==> config.mk <==
export PLATFORM = sky130hd
export DESIGN_NAME = demux_sel3_loader
export DESIGN_NICKNAME = d
export VERILOG_FILES = /design/src/rtl/demux_sel3_pkg.sv /design/src/rtl/demux_sel3_loader_lane_ptr_gen.sv /design/src/rtl/demux_sel3_loader.sv
export SDC_FILE = /design/constraint.sdc
export NUM_CORES = 1
export LEC_CHECK = 0
export ABC_AREA = 1
export BUFFER_PORTS_ARGS = -buffer_cell sky130_fd_sc_hd__buf_2
export CAP_MARGIN = 15
export CORE_MARGIN = 1
export CORE_UTILIZATION = 44
export CTS_CLUSTER_DIAMETER = 200
export DETAILED_ROUTE_END_ITERATION = 7
export PLACE_DENSITY_LB_ADDON = 0.15
export SYNTH_ARGS = -nofsm -noshare
export SYNTH_HDL_FRONTEND = slang
export SYNTH_SLANG_ARGS = --single-unit
==> constraint.sdc <==
create_clock -name clk -period 1.5 [get_ports clk]
set_input_delay 0.075 -clock clk [delete_from_list [all_inputs] [get_ports clk]]
set_output_delay 0.075 -clock clk [all_outputs]
set_load 0.1 [all_outputs]
==> src/rtl/demux_sel3_pkg.sv <==
// Shared types and helpers for the demux_sel3 loader: FSM states and step decoding.
`default_nettype none

package demux_sel3_pkg;

  typedef enum logic [1:0] {
    ST_IDLE = 2'd0,
    ST_LOAD = 2'd1,
    ST_HOLD = 2'd2
  } state_e;

  localparam logic [1:0] STEP_P1 = 2'b00;
  localparam logic [1:0] STEP_P2 = 2'b01;
  localparam logic [1:0] STEP_P4 = 2'b10;
  localparam logic [1:0] STEP_P0 = 2'b11;

  function automatic logic [2:0] step_inc(input logic [1:0] step);
    logic [2:0] inc;
    inc = 3'd1;
    case (step)
      STEP_P1: inc = 3'd1;
      STEP_P2: inc = 3'd2;
      STEP_P4: inc = 3'd4;
      STEP_P0: inc = 3'd0;
      default: inc = 3'd1;
    endcase
    return inc;
  endfunction

endpackage

`default_nettype wire

==> src/rtl/demux_sel3_loader_lane_ptr_gen.sv <==
// Lane pointer and beat counter for one burst; ptr wraps modulo 8, last flags the final beat.
`default_nettype none

module lane_ptr_gen
  import demux_sel3_pkg::*;
(
  input  logic       clk,
  input  logic       sys_rst,
  input  logic       load_i,
  input  logic       advance_i,
  input  logic [2:0] base_i,
  input  logic [2:0] len_i,
  input  logic [1:0] step_i,
  output logic [2:0] ptr_o,
  output logic       last_o
);

  logic [2:0] ptr_q, ptr_d;
  logic [2:0] cnt_q, cnt_d;
  logic [2:0] inc_q, inc_d;

  always_comb begin
    ptr_d = ptr_q;
    cnt_d = cnt_q;
    inc_d = inc_q;
    if (load_i) begin
      ptr_d = base_i;
      cnt_d = len_i;
      inc_d = step_inc(step_i);
    end else if (advance_i) begin
      ptr_d = ptr_q + inc_q;
      cnt_d = cnt_q - 3'd1;
    end
  end

  always_ff @(posedge clk or negedge sys_rst) begin
    if (!sys_rst) begin
      ptr_q <= 3'd0;
      cnt_q <= 3'd0;
      inc_q <= 3'd0;
    end else begin
      ptr_q <= ptr_d;
      cnt_q <= cnt_d;
      inc_q <= inc_d;
    end
  end

  assign ptr_o  = ptr_q;
  assign last_o = (cnt_q == 3'd0);

endmodule

`default_nettype wire

==> src/rtl/demux_sel3_loader.sv <==
// Burst sequencer driving an 8-lane registered demux; loaded lanes are held until released.
`default_nettype none

module demux_sel3_loader
  import demux_sel3_pkg::*;
#(
  parameter int RSA_DW = 16
) (
  input  logic              clk,
  input  logic              sys_rst,
  input  logic              cmd_valid,
  output logic              cmd_ready,
  input  logic [2:0]        cmd_base,
  input  logic [2:0]        cmd_len,
  input  logic [1:0]        cmd_step,
  input  logic              s_valid,
  output logic              s_ready,
  input  logic [RSA_DW-1:0] s_data,
  input  logic              lane_release,
  output logic              mux_en,
  output logic [2:0]        mux_sel,
  output logic [RSA_DW-1:0] mux_din,
  output logic [7:0]        lane_mask,
  output logic              busy,
  output logic              done
);

  state_e              state_q;
  logic                mux_en_q;
  logic [2:0]          mux_sel_q;
  logic [RSA_DW-1:0]   mux_din_q;
  logic [7:0]          lane_mask_q;
  logic                done_q;

  logic       w_cmd_acc;
  logic       w_beat_acc;
  logic [2:0] w_ptr;
  logic       w_last;

  // release wins over a new command while holding
  assign cmd_ready  = (state_q == ST_IDLE) || ((state_q == ST_HOLD) && !lane_release);
  assign s_ready    = (state_q == ST_LOAD);
  assign w_cmd_acc  = cmd_valid && cmd_ready;
  assign w_beat_acc = s_valid && s_ready;

  lane_ptr_gen u_ptr (
    .clk       (clk),
    .sys_rst   (sys_rst),
    .load_i    (w_cmd_acc),
    .advance_i (w_beat_acc),
    .base_i    (cmd_base),
    .len_i     (cmd_len),
    .step_i    (cmd_step),
    .ptr_o     (w_ptr),
    .last_o    (w_last)
  );

  always_ff @(posedge clk or negedge sys_rst) begin
    if (!sys_rst) begin
      state_q     <= ST_IDLE;
      mux_en_q    <= 1'b0;
      mux_sel_q   <= 3'd0;
      mux_din_q   <= '0;
      lane_mask_q <= 8'd0;
      done_q      <= 1'b0;
    end else begin
      done_q <= 1'b0;
      case (state_q)
        ST_IDLE: begin
          if (w_cmd_acc) state_q <= ST_LOAD;
        end
        ST_LOAD: begin
          if (w_beat_acc) begin
            mux_sel_q          <= w_ptr;
            mux_din_q          <= s_data;
            mux_en_q           <= 1'b1;
            lane_mask_q[w_ptr] <= 1'b1;
            if (w_last) begin
              state_q <= ST_HOLD;
              done_q  <= 1'b1;
            end
          end
        end
        ST_HOLD: begin
          if (lane_release) begin
            state_q     <= ST_IDLE;
            mux_en_q    <= 1'b0;
            lane_mask_q <= 8'd0;
          end else if (w_cmd_acc) begin
            state_q <= ST_LOAD;
          end
        end
        default: state_q <= ST_IDLE;
      endcase
    end
  end

  assign mux_en    = mux_en_q;
  assign mux_sel   = mux_sel_q;
  assign mux_din   = mux_din_q;
  assign lane_mask = lane_mask_q;
  assign done      = done_q;
  assign busy      = (state_q != ST_IDLE);

endmodule

`default_nettype wire

# Word-level counts from Yosys, hierarchy flattened
# Index checks and enable logic that the tools add are counted.
# Widths: inputs -> output; s select.
[totals]
output_inout_bits = 32
register_bits = 40
in_bits = 29
[classes]
magnitude_cmp = 2
mux = 21
eq_ne = 8
n_reduce_logical = 15
n_bitwise = 1
n_addsub = 2
[ops]
columns = ["op", "n"]
rows = [
  ["$mux 8", 2],
  ["$pmux 8 s2", 1],
  ["$mux 3", 4],
  ["$pmux 3 s4", 1],
  ["$mux 2", 4],
  ["$or 8x8->8", 1],
  ["$eq 2x2->1 const B", 3],
  ["$mux 1", 6],
  ["$pmux 2 s3", 1],
  ["$reduce_bool 2->1", 3],
  ["$eq 2x1->1 const B", 2],
  ["$logic_and 1x1->1", 4],
  ["$logic_not 2->1", 2],
  ["$lt 3x4->1 const B", 1],
  ["$ne 2x1->1 const B", 2],
  ["$reduce_and 2->1", 2],
  ["$add 3x3->3", 1],
  ["$demux 1 s3", 1],
  ["$ge 3x1->1 const B", 1],
  ["$logic_not 3->1", 1],
  ["$reduce_and 3->1", 1],
  ["$sub 3x1->3 const B", 1],
  ["$ne 2x2->1 const B", 1],
  ["$pmux 1 s2", 1],
  ["2 further kinds", 2],
]

# Longest topological paths before layout
# Gate-level depths: netlist (run 1).
[logic_depth]
word_depth = 7
mapped_depth = 9

# Hierarchy
# A second synthesis (run 1) with hierarchy kept.
[hier_totals]
hier_cells = 206
hier_area_um2 = 1774.2
[by_module_without_submodules]
columns = ["module", "area_per_inst_um2", "instances", "seq_area_each_um2", "cells_each"]
rows = [
  ["demux_sel3_loader", 1258.7, 1, 775.7, 145],
  ["lane_ptr_gen", 515.5, 1, 225.2, 61],
]

# Least setup slack after synthesis (run 1)
# No wires, ideal clock.
[synth_timing]
kind = "flip-flop to flip-flop"
startpoint = "reg state_q[1]"
endpoint = "reg u_ptr.cnt_q[0]"
stages_incl_launch_ff = 6
t_arrival_ps = 1914
period_less_slack_ps = 2027
required_time_ps = 1387
setup_time_ps = 113
setup_slack_ps = -527
path_cell_list = "dfrtp_1 a21oi_2 nand2_1 or2_2 nand2_1 inv_1"
[synth_via]
elab_chain_cells = 5
word_cells_on_any_way = 9
cone_classes = "eq/ne: 2; mux: 1; reduce/logical: 6"
[synth_rtl]
columns = ["element", "line", "text"]
rows = [
  ["start: declaration", "demux_sel3_loader.sv:28", "state_e state_q;"],
  ["start signal: assignment", "demux_sel3_loader.sv:60", "state_q <= ST_IDLE;"],
  ["start signal: assignment", "demux_sel3_loader.sv:70", "if (w_cmd_acc) state_q <= ST_LOAD;"],
  ["start signal: assignment", "demux_sel3_loader.sv:79", "state_q <= ST_HOLD;"],
  ["$eq 2x2->1", "demux_sel3_loader.sv:41", "assign cmd_ready = (state_q == ST_IDLE) || ((state_q == ST_HOLD) && !lane_release);"],
  ["$logic_and 1x1->1", "demux_sel3_loader.sv:41", ""],
  ["$logic_or 1x1->1 *", "demux_sel3_loader.sv:41", ""],
  ["via cmd_ready", "demux_sel3_loader.sv:12", "output logic cmd_ready,"],
  ["$logic_and 1x1->1 *", "demux_sel3_loader.sv:43", "assign w_cmd_acc = cmd_valid && cmd_ready;"],
  ["$mux 3 / $reduce_bool 2->1 (equally long branches)", "--", ""],
  ["end signal: assignment", "demux_sel3_loader_lane_ptr_gen.sv:43", "cnt_q <= cnt_d;"],
  ["end: declaration", "demux_sel3_loader_lane_ptr_gen.sv:19", "logic [2:0] cnt_q, cnt_d;"],
]
# Mark *: on every way through the listed nets, which the timed path passes. The rest lies on a longest branch.
# A chain may end at the register's enable or synchronous reset.

# Worst setup path in the final report (run 1)
[layout_timing]
startpoint = "reg u_ptr.inc_q[0]"
endpoint = "reg u_ptr.ptr_q[1], in the netlist u_ptr.ptr_o[1]"
[layout_via]
elab_chain_cells = 3
[layout_rtl]
columns = ["element", "line", "text"]
rows = [
  ["start: declaration", "demux_sel3_loader_lane_ptr_gen.sv:20", "logic [2:0] inc_q, inc_d;"],
  ["start signal: assignment", "demux_sel3_loader_lane_ptr_gen.sv:44", "inc_q <= inc_d;"],
  ["$add 3x3->3", "demux_sel3_loader_lane_ptr_gen.sv:31", "ptr_d = ptr_q + inc_q;"],
  ["$mux 3", "demux_sel3_loader_lane_ptr_gen.sv:30", "end else if (advance_i) begin"],
  ["$mux 3", "demux_sel3_loader_lane_ptr_gen.sv:26", "if (load_i) begin"],
  ["end signal: assignment", "demux_sel3_loader_lane_ptr_gen.sv:42", "ptr_q <= ptr_d;"],
  ["end: declaration", "demux_sel3_loader_lane_ptr_gen.sv:18", "logic [2:0] ptr_q, ptr_d;"],
]
# No other way between the ends. The select of a mux whose other input is x is not followed.

==> results.md, run 1 <==
* Status: complete, no violations
* Clock sinks at 40
* CTS buffer count at 5
* DRC violations left at 0
* Unrepaired setup endpoints after global routing: true
* Clock transition at path regs at about 0.08 ns
* DRT Wirelength at 3930 um
* I/O Buffers at 60
* Worst setup startpoint: u_ptr.inc_q[0]$_DFFE_PN0P_
* Worst EP arrival at 1.69 ns
* Syn Inst Count at between 200 and 250
* Half-perimeter wire length after placement at between 2000 and 3000 um
* Die ar. at 4280 um^2
* Max cap viols at 0
* #FFs+latches synth at 40
* Antenna violations before repair at 0
* Final Net Count at approximately 320
* Sequential cell area at around 1000 um^2
* Root buf cell: clkbuf_8
* Crit path time final at around 1.5 ns
* CTS tree: done
* Routability cong. at roughly 0.76
* # rows at 22
* Total track usage at 21.1%
* Final period util at between 90% and 100%
* Slew HR at 67.3%
* GRT overflow at 0
* Finished Cell Area at roughly 2500 um^2
* Worst Tran Pin Value at about 0.5 ns
* Fillers at between 300 and 400
* Worst Skew at between 0.01 and 0.015 ns
* P&R area growth vs syn at 38.9%
* WP data required at 1.74 ns
* Reg2reg start: u_ptr.inc_q[0]$_DFFE_PN0P_
* Commonest non-fill, non-tap cell in the layout: nand2_1
* Post-synthesis cell type count at 22
* First-pass GRT wire length at about 6700 um
* Drt first pass iters at 4
* Fmax at slightly below 0.7 GHz
* Die height at ~65 um
* Worst skew pair latency at approximately 0.29 ns
* Syn avg cell area at 8.71 um^2
* Core ar. at ~3700 um^2
* Reg2Reg Depth at 5
* Seq/Total Area, Yosys at between 50% and 60%
* WS Path Type: reg -> reg
* Synthesized Nets at 236
* Syn. warnings at 0
* Clock tree buffer depth at 2
* Vias in the first global route at between 1500 and 2000
* Worst r2r dst: u_ptr.ptr_o[1]$_DFFE_PN0P_
* HP Class: in -> reg
* Commonest cells after routing, fill and taps aside: 82 x nand2_1, 58 x buf_2, 39 x dfrtp_1, 18 x dlygate4sd3_1, 15 x nor2_1
* Pins Over Slew Limit at 0
* Placed instance area at between 2000 and 2500 um^2
* Vias per cell at about 4.6
* N_diodes at 0
* Die extent in x at ~65 um
* Final hold viol count at 0
* First DRT Iteration DRCs at slightly above 80
* Fraction of layout cells with a size suffix above 1 at a little under a third
* Critical path endpoint: u_ptr.ptr_o[1]$_DFFE_PN0P_
* Setup violators final at 0
* CTS H-tree depth at 2
* Area of the mapped netlist at 1770 um^2
* Io pins at a little over 60
* Largest net degree at the start of global routing at 20
* Initial core utilization at 47.2%
* Number of antenna-violating nets in the routed design at 0
* FF-to-FF setup slack at approximately 0.042 ns
* Avg WL per Cell at roughly 12 um
* Crit-path max FO at 2
* Setup crit start kind: flip-flop
* Multi-input logic area at 677 um^2
* CP Capture Type: flip-flop
* Vias after detailed routing at 1576
==> worst max-delay path, stage by stage (launching register included) <==
cell,delay [ns]
dfrtp_1,0.39
ha_1,0.20
inv_2,0.06
fa_1,0.39
or2_2,0.30
nand3_1,0.08
==> metal layers <==
| metal | global-route usage (%) | part of all wire (%) | up-vias |
|---|---|---|---|
| met5 | 0 | 0 | - |
| met4 | 9.24 | 1.7 | 0 |
| met3 | 4.69 | 4.8 | 8 |
| met2 | 34.0 | 45 | 47 |
| met1 | 27.0 | 48 | 714 |
| li1 | - | - | 807 |
==> cell families (layout without fill, tap and decap cells) <==
logic type,count (synthesis),in the layout,synth area share (%)
buffers and inverters,22,111,6.37
xor gates and xnor gates,1,1,0.495
and+or+nand+nor,117,117,27.5
DFF,40,40,56.6
adders and majority gates,4,4,3.26
AOI/OAI and AO/OA,19,19,5.80
==> sequential cells by signal (all words and copies together) (netlist names) <==
name / cells
u_ptr.ptr_o: 3
u_ptr.inc_q: 3
mux_en: 1
u_ptr.cnt_q: 3
state_q: 2
done: 1
mux_sel: 3
mux_din: 16
lane_mask: 8
==> repair_timing <==
action	in CTS	in global routing
buffers inserted	0	1
gates resized for setup	0	3
hold buffers	18	0
endpoints found under the hold margin	38	0
endpoints found under the setup margin	0	3
==> per-stage QoR <==
step | hold slack, ns | instances | setup TNS [ns] | utilization [%] | setup slack [ns]
final | 0.00667 | 340 | 0 | 65.6 | 0.0421
after global placement | -0.0377 | 313 | 0 | 58.2 | 0.0782
after floorplan | -0.221 | 203 | -2.18 | - | -0.123
after detailed placement | -0.0267 | 313 | 0 | 58.2 | 0.0484
after global routing | 0.0124 | 340 | -0.0204 | 65.6 | -0.0204
after CTS | 0.000208 | 339 | 0 | 65.2 | 0.0261
==> final cells by class <==
cell class	instances	area share (%)
Sequential cell	40	40.8
Multi-Input combinational cell	141	27.6
Clock inverter	2	0.510
Timing Repair Buffer	87	23.0
Inverter	16	2.65
Clock buffer	6	2.96
Tap cell	48	2.45
==> worst min path at each step <==
stage / end / slack [ns] / start / cells past startpoint
floorplan: done$_DFF_PN0_ / -0.22 / sys_rst / 0
global placement: done$_DFF_PN0_ / -0.04 / sys_rst / 1
detailed placement: done$_DFF_PN0_ / -0.03 / sys_rst / 1
CTS: u_ptr.cnt_q[1]$_DFFE_PN0P_ / 0.0002 / cmd_len[1] / 3
global route: u_ptr.ptr_o[0]$_DFFE_PN0P_ / 0.01 / cmd_base[0] / 3
finish: u_ptr.cnt_q[1]$_DFFE_PN0P_ / 0.007 / cmd_len[1] / 3
==> cell usage after synthesis <==
| cell type | n | area (um^2) |
|---|---|---|
| nand2_1 | 83 | 312 |
| dfrtp_1 | 40 | 1000 |
| nor2_1 | 15 | 56.3 |
| inv_1 | 14 | 52.6 |
| o21ai_0 | 12 | 60.1 |
| nand3_1 | 11 | 55.1 |
| a21oi_1 | 5 | 25.0 |
| buf_4 | 3 | 22.5 |
| ha_1 | 3 | 37.5 |
| buf_6 | 2 | 22.5 |
| nand3b_1 | 2 | 15.0 |
| nor2_4 | 2 | 22.5 |
| or2_2 | 2 | 12.5 |
| a21oi_2 | 1 | 8.76 |
| buf_2 | 1 | 5.00 |
| fa_1 | 1 | 20.0 |
| inv_2 | 1 | 3.75 |
| inv_4 | 1 | 6.26 |
| nand2_2 | 1 | 6.26 |
| o32ai_1 | 1 | 8.76 |
| or2_0 | 1 | 6.26 |
| xor2_1 | 1 | 8.76 |
Power of run 1 is not shown: default switching activity piles up to over one toggle a cycle in this logic, so the estimate is an artifact.
==> run 2, diff against run 1 <==
--- a/config.mk
+++ b/config.mk
@@ -5,7 +5,6 @@
 export SDC_FILE = /design/constraint.sdc
 export NUM_CORES = 1
 export LEC_CHECK = 0
-export ABC_AREA = 1
 export BUFFER_PORTS_ARGS = -buffer_cell sky130_fd_sc_hd__buf_2
 export CAP_MARGIN = 15
 export CORE_MARGIN = 1
==> results.md, run 2 <==
* # rows at 22
* Main synth FF type: dfrtp_1
* Drt first pass iters at 4
* Half-perimeter wire length after placement at around 2600 um
* Status: complete, no violations
* Hold depth at 2
* Slew HR at approximately two thirds
* Synthesized Nets at approximately 210
* Commonest non-fill, non-tap cell in the layout: nand2_1
* Final Net Count at approximately 300
* CTS buffer count at 5
* Reg2Reg Depth at 5
* CP Cell Sequence: ha_1 -> inv_1 -> fa_2 -> nor2_1 -> a221o_1
* Crit path time final at ~1.5 ns
* Die height at 64.5 um
* Final hold viol count at 0
* Worst Skew at between 0.004 and 0.005 ns
* Setup violators final at 0
* Largest net degree at the start of global routing at 22
* I/O Buffers at 60
* Synth area leader: dfrtp_1
* Worst r2r dst: u_ptr.ptr_o[1]$_DFFE_PN0P_
* WP data required at 1.67 ns
* FF-to-FF setup slack at around 0.004 ns
* Root buf cell: clkbuf_8
* CP max-delay cell: fa_2
* Pins Over Slew Limit at 0
* Initial core utilization at between 40% and 50%
* Reg2reg start: u_ptr.inc_q[0]$_DFFE_PN0P_
* Placed instance area at between 2000 and 2500 um^2
* Commonest cells after routing, fill and taps aside: 67 x nand2_1, 57 x buf_2, 39 x dfrtp_1, 20 x dlygate4sd3_1, 11 x nor2_1
* Max cap viols at 0
* Crit-path max FO at 2
* Synth top cells by count: 68 x nand2_1, 40 x dfrtp_1, 11 x nor2_1
* Finished Cell Area at 2430 um^2
* #FFs+latches synth at 40
* Min-delay src: cmd_step[0]
* HP Class: in -> reg
* Worst skew pair latency at a little under 0.3 ns
* Post-synthesis cell type count at 34
* Post-synth ARST share at 100%
* P&R area growth vs syn at 41.1%
* CP Capture Type: flip-flop
* Number of antenna-violating nets in the routed design at 0
* Routability cong. at between 0.7 and 0.8
* Fmax at 0.668 GHz
* Hold EP: u_ptr.inc_q[0]$_DFFE_PN0P_
* Seq/Total Area, Yosys at 58.2%
* N_diodes at 0
* Worst Tran Pin Value at a little under 0.5 ns
* Max reg flops at 16
* WS Path Type: reg -> reg
* Top cells by area, synth: dfrtp_1 58%, nand2_1 15%, nor2_1 2.4%
* Syn avg cell area at roughly 10 um^2
* Final core occ at between 60% and 70%
* Crit-path max cell delay at ~0.5 ns
* Clock tree buffer depth at 2
* First DRT Iteration DRCs at 59
* Vias per cell at 4.71
* Setup crit start kind: flip-flop
* Io pins at between 60 and 70
* Yosys top cell area share at slightly below 60%
* Fraction of layout cells with a size suffix above 1 at 31.8%
* First-pass GRT wire length at around 6300 um
* DRC violations left at 0
* DRT Wirelength at 3630 um
* Vias in the first global route at around 1500
* Core ar. at ~3700 um^2
* Die ar. at between 4000 and 5000 um^2
* Area of the mapped netlist at ~1700 um^2
* CTS tree: done
* Top-count cell post-synth: nand2_1
* Vias after detailed routing at 1470
* Clock sinks at 40
* Syn. warnings at 0
* Avg WL per Cell at 11.6 um
* Syn Inst Count at roughly 180
* Worst EP arrival at roughly 1.7 ns
* Unrepaired setup endpoints after global routing: true
* Total track usage at between 10% and 20%
* Antenna violations before repair at 0
* Post-synth EDFFs at 0
* Final period util at about 100%
* Clock transition at path regs at about 0.07 ns
* CTS H-tree depth at 2
* Die extent in x at 64.5 um
* GRT overflow at 0
## run 2: cell types whose count changed after synthesis, moves of 4 or more
cell	delta
nand3_1	-11
nand2_1	-15
o21ai_0	-8
inv_1	-9
nor2_1	-4
## run 2: worst max-delay path by stage
stage / startpoint / endpoint / slack (ns) / depth (start not counted)
floorplan: state_q[1]$_DFFE_PN0P_ / u_ptr.ptr_o[2]$_DFFE_PN0P_ / -0.19 / 5
global placement: u_ptr.inc_q[0]$_DFFE_PN0P_ / u_ptr.ptr_o[2]$_DFFE_PN0P_ / 0.08 / 6
detailed placement: u_ptr.inc_q[0]$_DFFE_PN0P_ / u_ptr.ptr_o[2]$_DFFE_PN0P_ / 0.03 / 6
CTS: u_ptr.inc_q[0]$_DFFE_PN0P_ / u_ptr.ptr_o[2]$_DFFE_PN0P_ / 0.02 / 6
global route: u_ptr.inc_q[0]$_DFFE_PN0P_ / u_ptr.ptr_o[1]$_DFFE_PN0P_ / -0.02 / 5
finish: u_ptr.inc_q[0]$_DFFE_PN0P_ / u_ptr.ptr_o[1]$_DFFE_PN0P_ / 0.004 / 5
## run 2: through the flow
| stage | setup TNS (ns) | cells | setup WS (ns) | hold slack, ns |
|---|---|---|---|---|
| after global placement | 0 | 285 | 0.0775 | 0.0586 |
| after CTS | 0 | 312 | 0.0246 | 0.000620 |
| after global routing | -0.0244 | 312 | -0.0244 | 0.0161 |
| final | 0 | 312 | 0.00393 | 0.00507 |
| after detailed placement | 0 | 285 | 0.0291 | 0.0562 |
| after floorplan | -1.41 | 176 | -0.194 | -0.221 |
## run 2: kinds of logic after synthesis
family | count (synthesis) | share of synthesized area [%]
and+or+nand+nor | 90 | 21.6
DFF | 40 | 58.2
AOI/OAI and AO/OA | 25 | 10.5
buffers and inverters | 14 | 4.80
adders and majority gates | 4 | 3.35
xor gates and xnor gates | 3 | 1.53
## run 2: what timing repair did
action                                  CTS  global route
gates resized for setup                   3             1
hold buffers                             20             0
setup buffers                             0             0
endpoints found under the setup margin    1             1
endpoints found under the hold margin    38             0
pin swaps                                 0             0
## run 2: area by class of cell
| type | count | area [um^2] |
|---|---|---|
| clock buffers | 6 | 72.6 |
| fillers | 323 | 1290 |
| flip-flops and latches | 40 | 1000 |
| clock inverters | 1 | 5.00 |
| multi-input cells | 122 | 643 |
| well taps | 48 | 60.1 |
| inverters | 5 | 18.8 |
| repair buffers | 90 | 624 |
## run 2: per-layer routing
layer  vias up  share of wire [%]  global-route usage, %
li1        749                  -                      -
met1       672                 47                   25.5
met3         5                5.2                   4.40
met2        44                 47                   33.2
met5         -                  0                      0
met4         0                1.3                   7.50
## run 2: critical path, delay by kind of cell, from the launching register on
kind                       cells  cell delay (ns)
adders and majority gates      2             0.67
and+or+nand+nor                1             0.04
DFF                            1             0.35
AOI/OAI and AO/OA              1             0.26
buffers and inverters          1             0.05
Power of run 2 is left out for the same reason.
